**config.mk**
```make
export PLATFORM = sky130hd
export DESIGN_NAME = tmrx_err_collector
export DESIGN_NICKNAME = d
export VERILOG_FILES = /design/src/rtl/tmrx_err_pkg.sv /design/src/rtl/tmrx_err_prio_enc.sv /design/src/rtl/tmrx_err_collector.sv
export SDC_FILE = /design/constraint.sdc
export NUM_CORES = 1
export LEC_CHECK = 0
export ABC_AREA = 0
export BUFFER_PORTS_ARGS = -buffer_cell sky130_fd_sc_hd__buf_2
export CAP_MARGIN = 30
export CORE_MARGIN = 2
export CORE_UTILIZATION = 50
export CTS_CLUSTER_SIZE = 40
export DETAILED_ROUTE_END_ITERATION = 8
export PLACE_DENSITY_LB_ADDON = 0.08
export SLEW_MARGIN = 20
export SYNTH_ARGS = -nofsm -noshare
export SYNTH_HDL_FRONTEND = slang
export SYNTH_SLANG_ARGS = --single-unit
export TNS_END_PERCENT = 20
```
**constraint.sdc**
```tcl
create_clock -name clk_i -period 3.3 [get_ports clk_i]
set_input_delay 0.165 -clock clk_i [delete_from_list [all_inputs] [get_ports clk_i]]
set_output_delay 0.165 -clock clk_i [all_outputs]
set_load 0.1 [all_outputs]
```
**src/rtl/tmrx_err_pkg.sv**
```systemverilog
// Shared types, defaults and helpers for the tmrx error collector.
package tmrx_err_pkg;

  localparam int unsigned DEF_NUM_SRC      = 4;
  localparam int unsigned DEF_CNT_W        = 8;
  localparam int unsigned DEF_TS_W         = 16;
  localparam int unsigned DEF_FATAL_THRESH = 3;

  // Collector control states.
  typedef enum logic [1:0] {
    ST_IDLE   = 2'd0,
    ST_REPORT = 2'd1,
    ST_FATAL  = 2'd2
  } state_e;

  // Index width for n sources; never narrower than one bit.
  function automatic int unsigned idx_width(input int unsigned n);
    return (n > 1) ? $clog2(n) : 1;
  endfunction

  // a + b clamped to max; the carry bit keeps the compare exact.
  function automatic logic [31:0] sat_add(input logic [31:0] a,
                                          input logic [31:0] b,
                                          input logic [31:0] max);
    logic [32:0] sum;
    sum = {1'b0, a} + {1'b0, b};
    return (sum > {1'b0, max}) ? max : sum[31:0];
  endfunction

endpackage

```
**src/rtl/tmrx_err_prio_enc.sv**
```systemverilog
// Lowest-index find-first-set over a bit vector, plus an any-bit flag.
module tmrx_err_prio_enc #(
  parameter int unsigned W     = 4,
  parameter int unsigned IDX_W = 2
) (
  input  logic [W-1:0]     vec,
  output logic [IDX_W-1:0] idx_c,
  output logic             any_c
);

  // Scan from the top down so the lowest set bit is written last and wins.
  always_comb begin
    idx_c = '0;
    any_c = |vec;
    for (int i = int'(W) - 1; i >= 0; i--) begin
      if (vec[i]) idx_c = IDX_W'(i);
    end
  end

endmodule

```
**src/rtl/tmrx_err_collector.sv**
```systemverilog
// Collects tmrx error sink lines: sticky status, saturating event count,
// serialised per-source reports over valid/ready, and fatal escalation.
// Optional: define TMRX_ERR_TIMESTAMP_EN to add per-source capture
// timestamps and the rpt_ts_o port.
module tmrx_err_collector
  import tmrx_err_pkg::*;
#(
  parameter int unsigned NUM_SRC      = DEF_NUM_SRC,
  parameter int unsigned CNT_W        = DEF_CNT_W,
  parameter int unsigned FATAL_THRESH = DEF_FATAL_THRESH,
  parameter int unsigned TS_W         = DEF_TS_W,
  localparam int unsigned SRC_W       = idx_width(NUM_SRC)
) (
  input  logic               clk_i,
  input  logic               rst_i,
  input  logic [NUM_SRC-1:0] err_i,
  input  logic               clear_i,
  output logic [NUM_SRC-1:0] sticky_o,
  output logic [CNT_W-1:0]   count_o,
  output logic               irq_o,
  output logic               ovf_o,
  output logic               fatal_o,
  output logic               rpt_valid_o,
  input  logic               rpt_ready_i,
  output logic [SRC_W-1:0]   rpt_src_o
`ifdef TMRX_ERR_TIMESTAMP_EN
  ,
  output logic [TS_W-1:0]    rpt_ts_o
`endif
);

  localparam int unsigned CNT_MAX = 32'((64'd1 << CNT_W) - 64'd1);

  // Reject configurations the counter or threshold cannot represent.
  if (NUM_SRC < 1 || CNT_W < 1 || CNT_W > 31 || TS_W < 1 ||
      FATAL_THRESH < 1 || FATAL_THRESH > CNT_MAX) begin : g_param_err
    $error("tmrx_err_collector: illegal parameter combination");
  end

  logic [NUM_SRC-1:0] err_q;
  logic [NUM_SRC-1:0] evt_q;
  logic [NUM_SRC-1:0] pending_q;
  logic [NUM_SRC-1:0] pend_base;
  logic [NUM_SRC-1:0] pend_d;
  logic [NUM_SRC-1:0] sticky_d;
  logic [CNT_W-1:0]   cnt_d;
  logic [31:0]        evt_cnt;
  logic               ovf_d;
  logic               hs;

  state_e             state_q;
  state_e             state_d;
  logic               valid_d;
  logic               fatal_d;
  logic [SRC_W-1:0]   src_d;
  logic [SRC_W-1:0]   pend_idx;
  logic               pend_any;

  assign hs = rpt_valid_o & rpt_ready_i;

  tmrx_err_prio_enc #(
    .W     (NUM_SRC),
    .IDX_W (SRC_W)
  ) u_prio (
    .vec   (pending_q),
    .idx_c (pend_idx),
    .any_c (pend_any)
  );

  // Status update: clear (or handshake retirement) first, then this cycle's events.
  always_comb begin
    evt_cnt   = '0;
    pend_base = pending_q;
    sticky_d  = sticky_o;
    cnt_d     = count_o;
    ovf_d     = ovf_o;
    for (int i = 0; i < int'(NUM_SRC); i++) begin
      evt_cnt = evt_cnt + 32'(evt_q[i]);
    end
    if (clear_i) begin
      pend_base = '0;
      sticky_d  = '0;
      cnt_d     = '0;
      ovf_d     = 1'b0;
    end else if (hs) begin
      for (int i = 0; i < int'(NUM_SRC); i++) begin
        if (rpt_src_o == SRC_W'(i)) pend_base[i] = 1'b0;
      end
    end
    ovf_d    = ovf_d | (|(evt_q & pend_base));
    sticky_d = sticky_d | evt_q;
    pend_d   = pend_base | evt_q;
    cnt_d    = CNT_W'(sat_add(32'(cnt_d), evt_cnt, CNT_MAX));
  end

  // Control: fatal check and report selection happen only from IDLE.
  always_comb begin
    state_d = state_q;
    valid_d = 1'b0;
    fatal_d = 1'b0;
    src_d   = rpt_src_o;
    unique case (state_q)
      ST_IDLE: begin
        if (clear_i) begin
          state_d = ST_IDLE;
        end else if (32'(count_o) >= FATAL_THRESH) begin
          state_d = ST_FATAL;
          fatal_d = 1'b1;
        end else if (pend_any) begin
          state_d = ST_REPORT;
          valid_d = 1'b1;
          src_d   = pend_idx;
        end
      end
      ST_REPORT: begin
        if (clear_i || hs) begin
          state_d = ST_IDLE;
        end else begin
          valid_d = 1'b1;
        end
      end
      ST_FATAL: begin
        if (clear_i) begin
          state_d = ST_IDLE;
        end else begin
          fatal_d = 1'b1;
        end
      end
      default: begin
        state_d = ST_IDLE;
      end
    endcase
  end

  // Control state and registered report/fatal outputs.
  always_ff @(posedge clk_i) begin
    if (rst_i) begin
      state_q     <= ST_IDLE;
      rpt_valid_o <= 1'b0;
      rpt_src_o   <= '0;
      fatal_o     <= 1'b0;
    end else begin
      state_q     <= state_d;
      rpt_valid_o <= valid_d;
      rpt_src_o   <= src_d;
      fatal_o     <= fatal_d;
    end
  end

  // Edge detect pipeline and sticky/count/pending/overflow state.
  always_ff @(posedge clk_i) begin
    if (rst_i) begin
      err_q     <= '0;
      evt_q     <= '0;
      pending_q <= '0;
      sticky_o  <= '0;
      count_o   <= '0;
      ovf_o     <= 1'b0;
      irq_o     <= 1'b0;
    end else begin
      err_q     <= err_i;
      evt_q     <= err_i & ~err_q;
      pending_q <= pend_d;
      sticky_o  <= sticky_d;
      count_o   <= cnt_d;
      ovf_o     <= ovf_d;
      irq_o     <= |sticky_o;
    end
  end

`ifdef TMRX_ERR_TIMESTAMP_EN
  logic [TS_W-1:0] ts_cnt_q;
  logic [TS_W-1:0] ts_q [NUM_SRC];

  // Free-running stamp; a source's stamp is taken only when its pending bit rises from 0.
  always_ff @(posedge clk_i) begin
    if (rst_i) begin
      ts_cnt_q <= '0;
      rpt_ts_o <= '0;
      for (int i = 0; i < int'(NUM_SRC); i++) ts_q[i] <= '0;
    end else begin
      ts_cnt_q <= ts_cnt_q + TS_W'(1);
      for (int i = 0; i < int'(NUM_SRC); i++) begin
        if (evt_q[i] && !pend_base[i]) ts_q[i] <= ts_cnt_q;
      end
      if (state_q == ST_IDLE && state_d == ST_REPORT) rpt_ts_o <= ts_q[pend_idx];
    end
  end
`endif

endmodule

```
==> results of run 1 <==
==> metrics by stage <==
step           std cells  cell area (sq um)  hold WS [ps]  utilization (%)  power (W)
6_report             191               1520          76.2             61.5   0.000896
2_1_floorplan        133               1310           320                -   0.000551
3_5_place_dp         183               1430           371             57.7   0.000575
3_3_place_gp         183               1430           372             57.7   0.000574
4_1_cts              191               1520          64.1             61.5   0.000905
5_1_grt              191               1520          82.3             61.5   0.000931
==> layout make-up <==
type                       instances  area share (%)
clock buffer                       7            4.27
clock inverter                     1            1.97
sequential                        32            42.0
inverter                           8            1.97
timing repair buffer              25            8.21
multi-input combinational         88            39.1
tap                               30            2.46
==> where the power goes <==
part | internal (W) | switching [W]
Combinational | 0.0000333 | 0.000112
Sequential | 0.000406 | 0.0000145
Clock | 0.000201 | 0.000130
==> worst max-delay path: stages (launching register included) <==
cell and delay (ps):
sky130_fd_sc_hd__dfxtp_1 360, sky130_fd_sc_hd__fa_1 540, sky130_fd_sc_hd__inv_1 50, sky130_fd_sc_hd__fa_1 420
sky130_fd_sc_hd__fa_1 420, sky130_fd_sc_hd__and3b_1 280, sky130_fd_sc_hd__nand3_1 250, sky130_fd_sc_hd__a211oi_1 330
==> path summary, 6_finish.rpt <==
check / to / slack [ps] / startpoint
worst max-delay path: count_o[7]$_SDFF_PP0_ / 550 / evt_q[0]$_SDFF_PP0_
worst min-delay path: err_q[3]$_SDFF_PP0_ / 80 / err_i[3]
worst max register to register: count_o[7]$_SDFF_PP0_ / 550 / evt_q[0]$_SDFF_PP0_
worst min register to register: evt_q[0]$_SDFF_PP0_ / 390 / err_q[0]$_SDFF_PP0_
==> flip-flops by register name (all words and copies together), names as in the netlist <==
signal	count
count_o	8
err_q	4
evt_q	4
fatal_o	1
irq_o	1
ovf_o	1
pending_q	4
rpt_src_o	2
rpt_valid_o	1
state_q	2
sticky_o	4
==> layout by cell type, fill, tap and decap left out, types with 2 or more instances in the layout <==
cell type,Yosys,layout
sky130_fd_sc_hd__o2111ai_1,2,2
sky130_fd_sc_hd__xnor2_1,2,2
sky130_fd_sc_hd__nor2b_1,11,11
sky130_fd_sc_hd__nor3_1,2,2
sky130_fd_sc_hd__xor2_1,3,3
sky130_fd_sc_hd__clkbuf_8,0,2
sky130_fd_sc_hd__clkbuf_4,0,5
sky130_fd_sc_hd__nand3_1,2,2
sky130_fd_sc_hd__dfxtp_1,32,32
sky130_fd_sc_hd__inv_1,8,8
sky130_fd_sc_hd__buf_2,1,25
sky130_fd_sc_hd__o311a_1,4,4
sky130_fd_sc_hd__a21oi_1,14,14
sky130_fd_sc_hd__nor4_1,3,3
sky130_fd_sc_hd__fa_1,3,3
sky130_fd_sc_hd__nor2_1,16,16
sky130_fd_sc_hd__nand2_1,6,6
sky130_fd_sc_hd__a211oi_1,3,3
sky130_fd_sc_hd__o21ai_0,2,2
==> kinds of logic after synthesis <==
logic type / synth area share, %
and+or+nand+nor: 22.4
xor gates and xnor gates: 3.35
buffers and inverters: 5.36
AOI/OAI and AO/OA: 14.3
adders and majority gates: 5.56
DFF: 49.0
==> layer usage <==
metal	share of wire, %	vias up
li1	-	521
met1	47	501
met2	48	30
met3	4.8	2
met4	0.83	0
met5	0	-
==> results.tsv, run 1 <==
stage	metric	value	unit
drt	average wire length per cell after detail routing	12.6	um
drt	iteration-0 DRC count of the detailed router	32	
grt	maximum number of pins on one net before global-route repair	29	
synth	mean instance size in the synthesized netlist	9.82	sq um
synth	post-synthesis cell type with the largest combined area	sky130_fd_sc_hd__dfxtp_1	
drt	final WL	2400	um
sta	worst setup skew after layout	5.99	ps
worst_setup_path	Crit Path Category	reg2reg	
sta	f_max	363	MHz
pwr	Peak VDD IR	0.359	mV
clock_network	sinks on the clock net	32	
worst_hold_path	hold depth	2	
synth	dominant cell by count in the synthesized netlist	sky130_fd_sc_hd__dfxtp_1	
clock_network	Resized cells post-CTS	0	
sta	actual slew at the worst max-slew pin	530	ps
clock_network	clock tree from TritonCTS	yes	
floorplanning	horizontal die dimension	55.1	um
synth	net count after synthesis	145	
layout	fraction of final layout cells with drive strength greater than 1	24.2	%
grt	global-route wire length before repair	3960	um
clock_network	hold bufs inserted after CTS	0	
clock_network	clock input transition at the sequential cells of the worst setup and hold paths	100	ps
clock_network	Num CTS Buffers	5	
layout	Final nets	172	
worst_setup_path	data required time of the worst path	3530	ps
place	sum of net half-perimeters after detailed placement	1760	um
sta	count of endpoints failing setup in the final report	0	
worst_hold_path	Min-Delay Path Class	in2reg	
flow_run	max_cap viols	0	
grt	via count of the first global-routing pass	915	
clock_network	deepest level of the CTS H-tree	2	
layout	area of the multi-input gates	596	sq um
floorplanning	Ports	26	
worst_setup_path	count of cells along the worst register-to-register path	7	
clock_network	clock root buffer	sky130_fd_sc_hd__clkbuf_4	
worst_setup_path	capturing element type of the critical path	flip-flop	
sta	Final Hold Violating Endpoints	0	
drt	antenna viol nets, final	0	
drt	detailed-route vias per instance	5.52	
floorplanning	Rows	18	
sta	RSZ-0062 raised after global routing	no	
sta	sum of negative setup slack	0	ps
floorplanning	floorplan die area	0.00304	sq mm
grt	antenna violations before repair	0	
grt	GR met1 Demand/Resource	23.5	%
synth	synthesis-stage register bit count	32	
place	weighted congestion reported at the end of routability-driven placement	0.849	
sta	crit path time final	2750	ps
grt	M2 GR Usage	29.6	%
layout	count of filler cells inserted in the layout	229	
synth	share of flip-flops with an asynchronous set or reset	0	%
sta	Max-Slew Margin vs Limit	64.4	%
synth	library cells used by synthesis	35	
floorplanning	initial standard-cell utilization of the core	52.7	%
layout	synthesis-to-layout area growth	16.7	%
layout	Ant. Diodes	0	
synth	EDFF count, synth	0	
worst_setup_path	Worst Path Max Fanout	7	
floorplanning	die height	55.1	um
grt	grt met3 use	8.06	%
drt	Via Count	1054	
drt	total DRC errors in the routed layout	0	
synth	Top FF cell, synth	sky130_fd_sc_hd__dfxtp_1	
pwr	leakage power summed over all cells	0.662	nW
synth	post-synth top area share	49.0	%
layout	area occupied by registers	641	sq um
floorplanning	Std-Cell Core Area	0.00248	sq mm
pwr	total power divided by cell area	588	mW/mm^2
place	Buffers on Ports	25	
grt	most used routing layer in global routing	met2	
drt	length of the first detailed-routing pass in iterations	5	
synth	top post-synthesis cells by count	32 x sky130_fd_sc_hd__dfxtp_1, 16 x sky130_fd_sc_hd__nor2_1, 14 x sky130_fd_sc_hd__a21oi_1	
place	dpl ws	575	ps
synth	largest cells by area after synthesis	sky130_fd_sc_hd__dfxtp_1 49%, sky130_fd_sc_hd__a21oi_1 5.4%, sky130_fd_sc_hd__nor2b_1 5.3%	
clock_network	buffers inserted by post-CTS timing repair	0	
synth	part of the Yosys area used for sequential elements	49.0	%
synth	total standard cell area after synthesis	0.00131	sq mm
sta	pins over their slew limit	0	
clock_network	clock insertion delay at the later pin of the skew report	320	ps
synth	post-synthesis instance total	133	
sta	share of the clock period used by the worst path after layout	83.4	%
status	run status	completed	
clock_network	maximum clock path buffer count	2	
grt	total gr overflow	0	
grt	Overall Global Routing Usage	19.1	%
worst_setup_path	Data arrival, critical path	2980	ps
synth	Ys Warns	0	
sta	minimum setup slack in the final design	546	ps
worst_setup_path	startpoint types	flip-flop	
Power figures use the tool's default switching activity.
==> inputs of run 2 (changes only) <==
- clock period: 3.3 -> 2.8 ns (I/O delays scaled with it)
==> run 2 against run 1 <==
Via count fell by 3.1%. Sequential power rose by 18%. First-iteration DRC count fell by 63%. Highest routed layer unchanged. Non-clock buffer count rose by 1. Clock power rose by 5%. Cell count rose by 0.52%. Utilization fell by 0.45 points. Fmax rose by 3.4%. Count of clock-buffer cells in the layout fell by 1. Largest cell class unchanged.
==> results.tsv, run 2 (synthesized netlist as in run 1, its figures left out) <==
stage	metric	value	unit
sta	Max-Slew Margin vs Limit	64.6	%
pwr	Peak VDD IR	0.500	mV
pwr	part of the power in combinational logic	17.1	%
drt	detailed-route vias per instance	5.32	
status	run status	completed	
worst_setup_path	data required time of the worst path	3060	ps
layout	most frequent cells in the layout	32 x sky130_fd_sc_hd__dfxtp_1, 25 x sky130_fd_sc_hd__buf_2, 16 x sky130_fd_sc_hd__nor2_1	
floorplanning	Std-Cell Core Area	0.00248	sq mm
grt	via count of the first global-routing pass	884	
layout	Final nets	173	
grt	total gr overflow	0	
sta	worst hold margin	41.9	ps
drt	length of the first detailed-routing pass in iterations	4	
worst_setup_path	Data arrival, critical path	2920	ps
layout	most frequent standard cell in the layout excluding fill and tap cells	sky130_fd_sc_hd__dfxtp_1	
sta	Final Hold Violating Endpoints	0	
sta	sum of negative setup slack	0	ps
layout	count of filler cells inserted in the layout	240	
place	Buffers on Ports	25	
sta	crit path time final	2660	ps
pwr	Net Sw Frac	30.5	%
worst_hold_path	Min-Delay Path Class	in2reg	
sta	RSZ-0062 raised after global routing	no	
sta	pins over their slew limit	0	
place	Cell Area, Placed	0.00144	sq mm
layout	fraction of final layout cells with drive strength greater than 1	24.1	%
clock_network	maximum clock path buffer count	2	
worst_setup_path	Worst Path Max Fanout	7	
sta	worst setup skew after layout	2.46	ps
grt	Overall Global Routing Usage	19.5	%
layout	max FFs per register	8	
clock_network	Resized cells post-CTS	0	
clock_network	Num CTS Buffers	5	
layout	Final Instance Area	0.00151	sq mm
floorplanning	Ports	26	
floorplanning	horizontal die dimension	55.1	um
grt	antenna violations before repair	0	
place	sum of net half-perimeters after detailed placement	1740	um
drt	total DRC errors in the routed layout	0	
pwr	Internal Pwr Total	0.000705	W
clock_network	hold bufs inserted after CTS	0	
drt	average wire length per cell after detail routing	13.0	um
clock_network	clock root buffer	sky130_fd_sc_hd__clkbuf_4	
drt	antenna viol nets, final	0	
floorplanning	Rows	18	
pwr	leakage power summed over all cells	0.658	nW
sta	share of the clock period used by the worst path after layout	95.1	%
drt	Via Count	1021	
layout	synthesis-to-layout area growth	15.8	%
clock_network	buffers inserted by post-CTS timing repair	0	
pwr	sum of internal, switching and leakage power	0.00102	W
clock_network	deepest level of the CTS H-tree	2	
worst_setup_path	Crit Path Category	reg2reg	
worst_setup_path	startpoint types	flip-flop	
drt	iteration-0 DRC count of the detailed router	12	
pwr	total power divided by cell area	671	mW/mm^2
floorplanning	die height	55.1	um
layout	Layout Utilization	61.1	%
floorplanning	initial standard-cell utilization of the core	52.7	%
worst_setup_path	capturing element type of the critical path	flip-flop	
clock_network	clock input transition at the sequential cells of the worst setup and hold paths	100	ps
clock_network	clock tree from TritonCTS	yes	
grt	global-route wire length before repair	4060	um
pwr	net switching power of the design	0.000310	W
grt	maximum number of pins on one net before global-route repair	29	
worst_hold_path	hold depth	2	
floorplanning	floorplan die area	0.00304	sq mm
worst_setup_path	flop-to-flop setup slack	140	ps
sta	count of endpoints failing setup in the final report	0	
layout	register containing the most flip-flops in the final layout	count_o	
clock_network	sinks on the clock net	32	
worst_setup_path	count of cells along the worst register-to-register path	7	
pwr	Clk pwr share	34.1	%
pwr	Sequential Power Share	48.8	%
sta	f_max	375	MHz
drt	final WL	2490	um
layout	Ant. Diodes	0	
sta	actual slew at the worst max-slew pin	528	ps
clock_network	clock insertion delay at the later pin of the skew report	330	ps
place	weighted congestion reported at the end of routability-driven placement	0.847	
flow_run	max_cap viols	0	
==> run 2: path summary, 6_finish.rpt <==
path                        from               endpoint
min reg2reg  err_q[3]$_SDFF_PP0_    evt_q[3]$_SDFF_PP0_
max          evt_q[0]$_SDFF_PP0_  count_o[7]$_SDFF_PP0_
max reg2reg  evt_q[0]$_SDFF_PP0_  count_o[7]$_SDFF_PP0_
min                     err_i[2]    err_q[2]$_SDFF_PP0_
==> run 2: power groups by stage <==
stage	Sequential [W]	Combinational, W	Clock [W]
finish	0.000495	0.000173	0.000347
CTS	0.000495	0.000175	0.000354
global placement	0.000505	0.000172	0
global route	0.000499	0.000185	0.000371
floorplan	0.000592	0.0000584	0
detailed placement	0.000506	0.000172	0
==> run 2: worst max-delay path: stages, from the launching register on <==
cell and delay, ps:
sky130_fd_sc_hd__dfxtp_1 360, sky130_fd_sc_hd__fa_1 550, sky130_fd_sc_hd__inv_1 50, sky130_fd_sc_hd__fa_1 430, sky130_fd_sc_hd__fa_1 430, sky130_fd_sc_hd__and3b_1 270, sky130_fd_sc_hd__nand3_1 240, sky130_fd_sc_hd__a211oi_1 260
==> run 2: metrics by stage <==
step	setup slack (ps)	std cells
6_report	137	192
5_1_grt	6.93	192
4_1_cts	122	192
3_5_place_dp	170	184
3_3_place_gp	217	184
2_1_floorplan	105	133
==> run 2: layer usage <==
| metal | track usage [%] | part of all wire (%) | up-vias |
|---|---|---|---|
| met5 | 0 | 0 | - |
| met4 | 7.32 | 1.7 | 0 |
| met3 | 7.53 | 5.4 | 5 |
| met2 | 29.4 | 44 | 25 |
| met1 | 25.3 | 49 | 469 |
| li1 | - | - | 522 |
==> run 2: layout make-up <==
cell class | count | area, sq um | area share, %
sequential | 32 | 641 | 42.3
multi-input combinational | 88 | 596 | 39.4
timing repair buffer | 26 | 133 | 8.77
clock buffer | 6 | 41.3 | 2.73
tap | 30 | 37.5 | 2.48
clock inverter | 2 | 35.0 | 2.32
inverter | 8 | 30.0 | 1.99
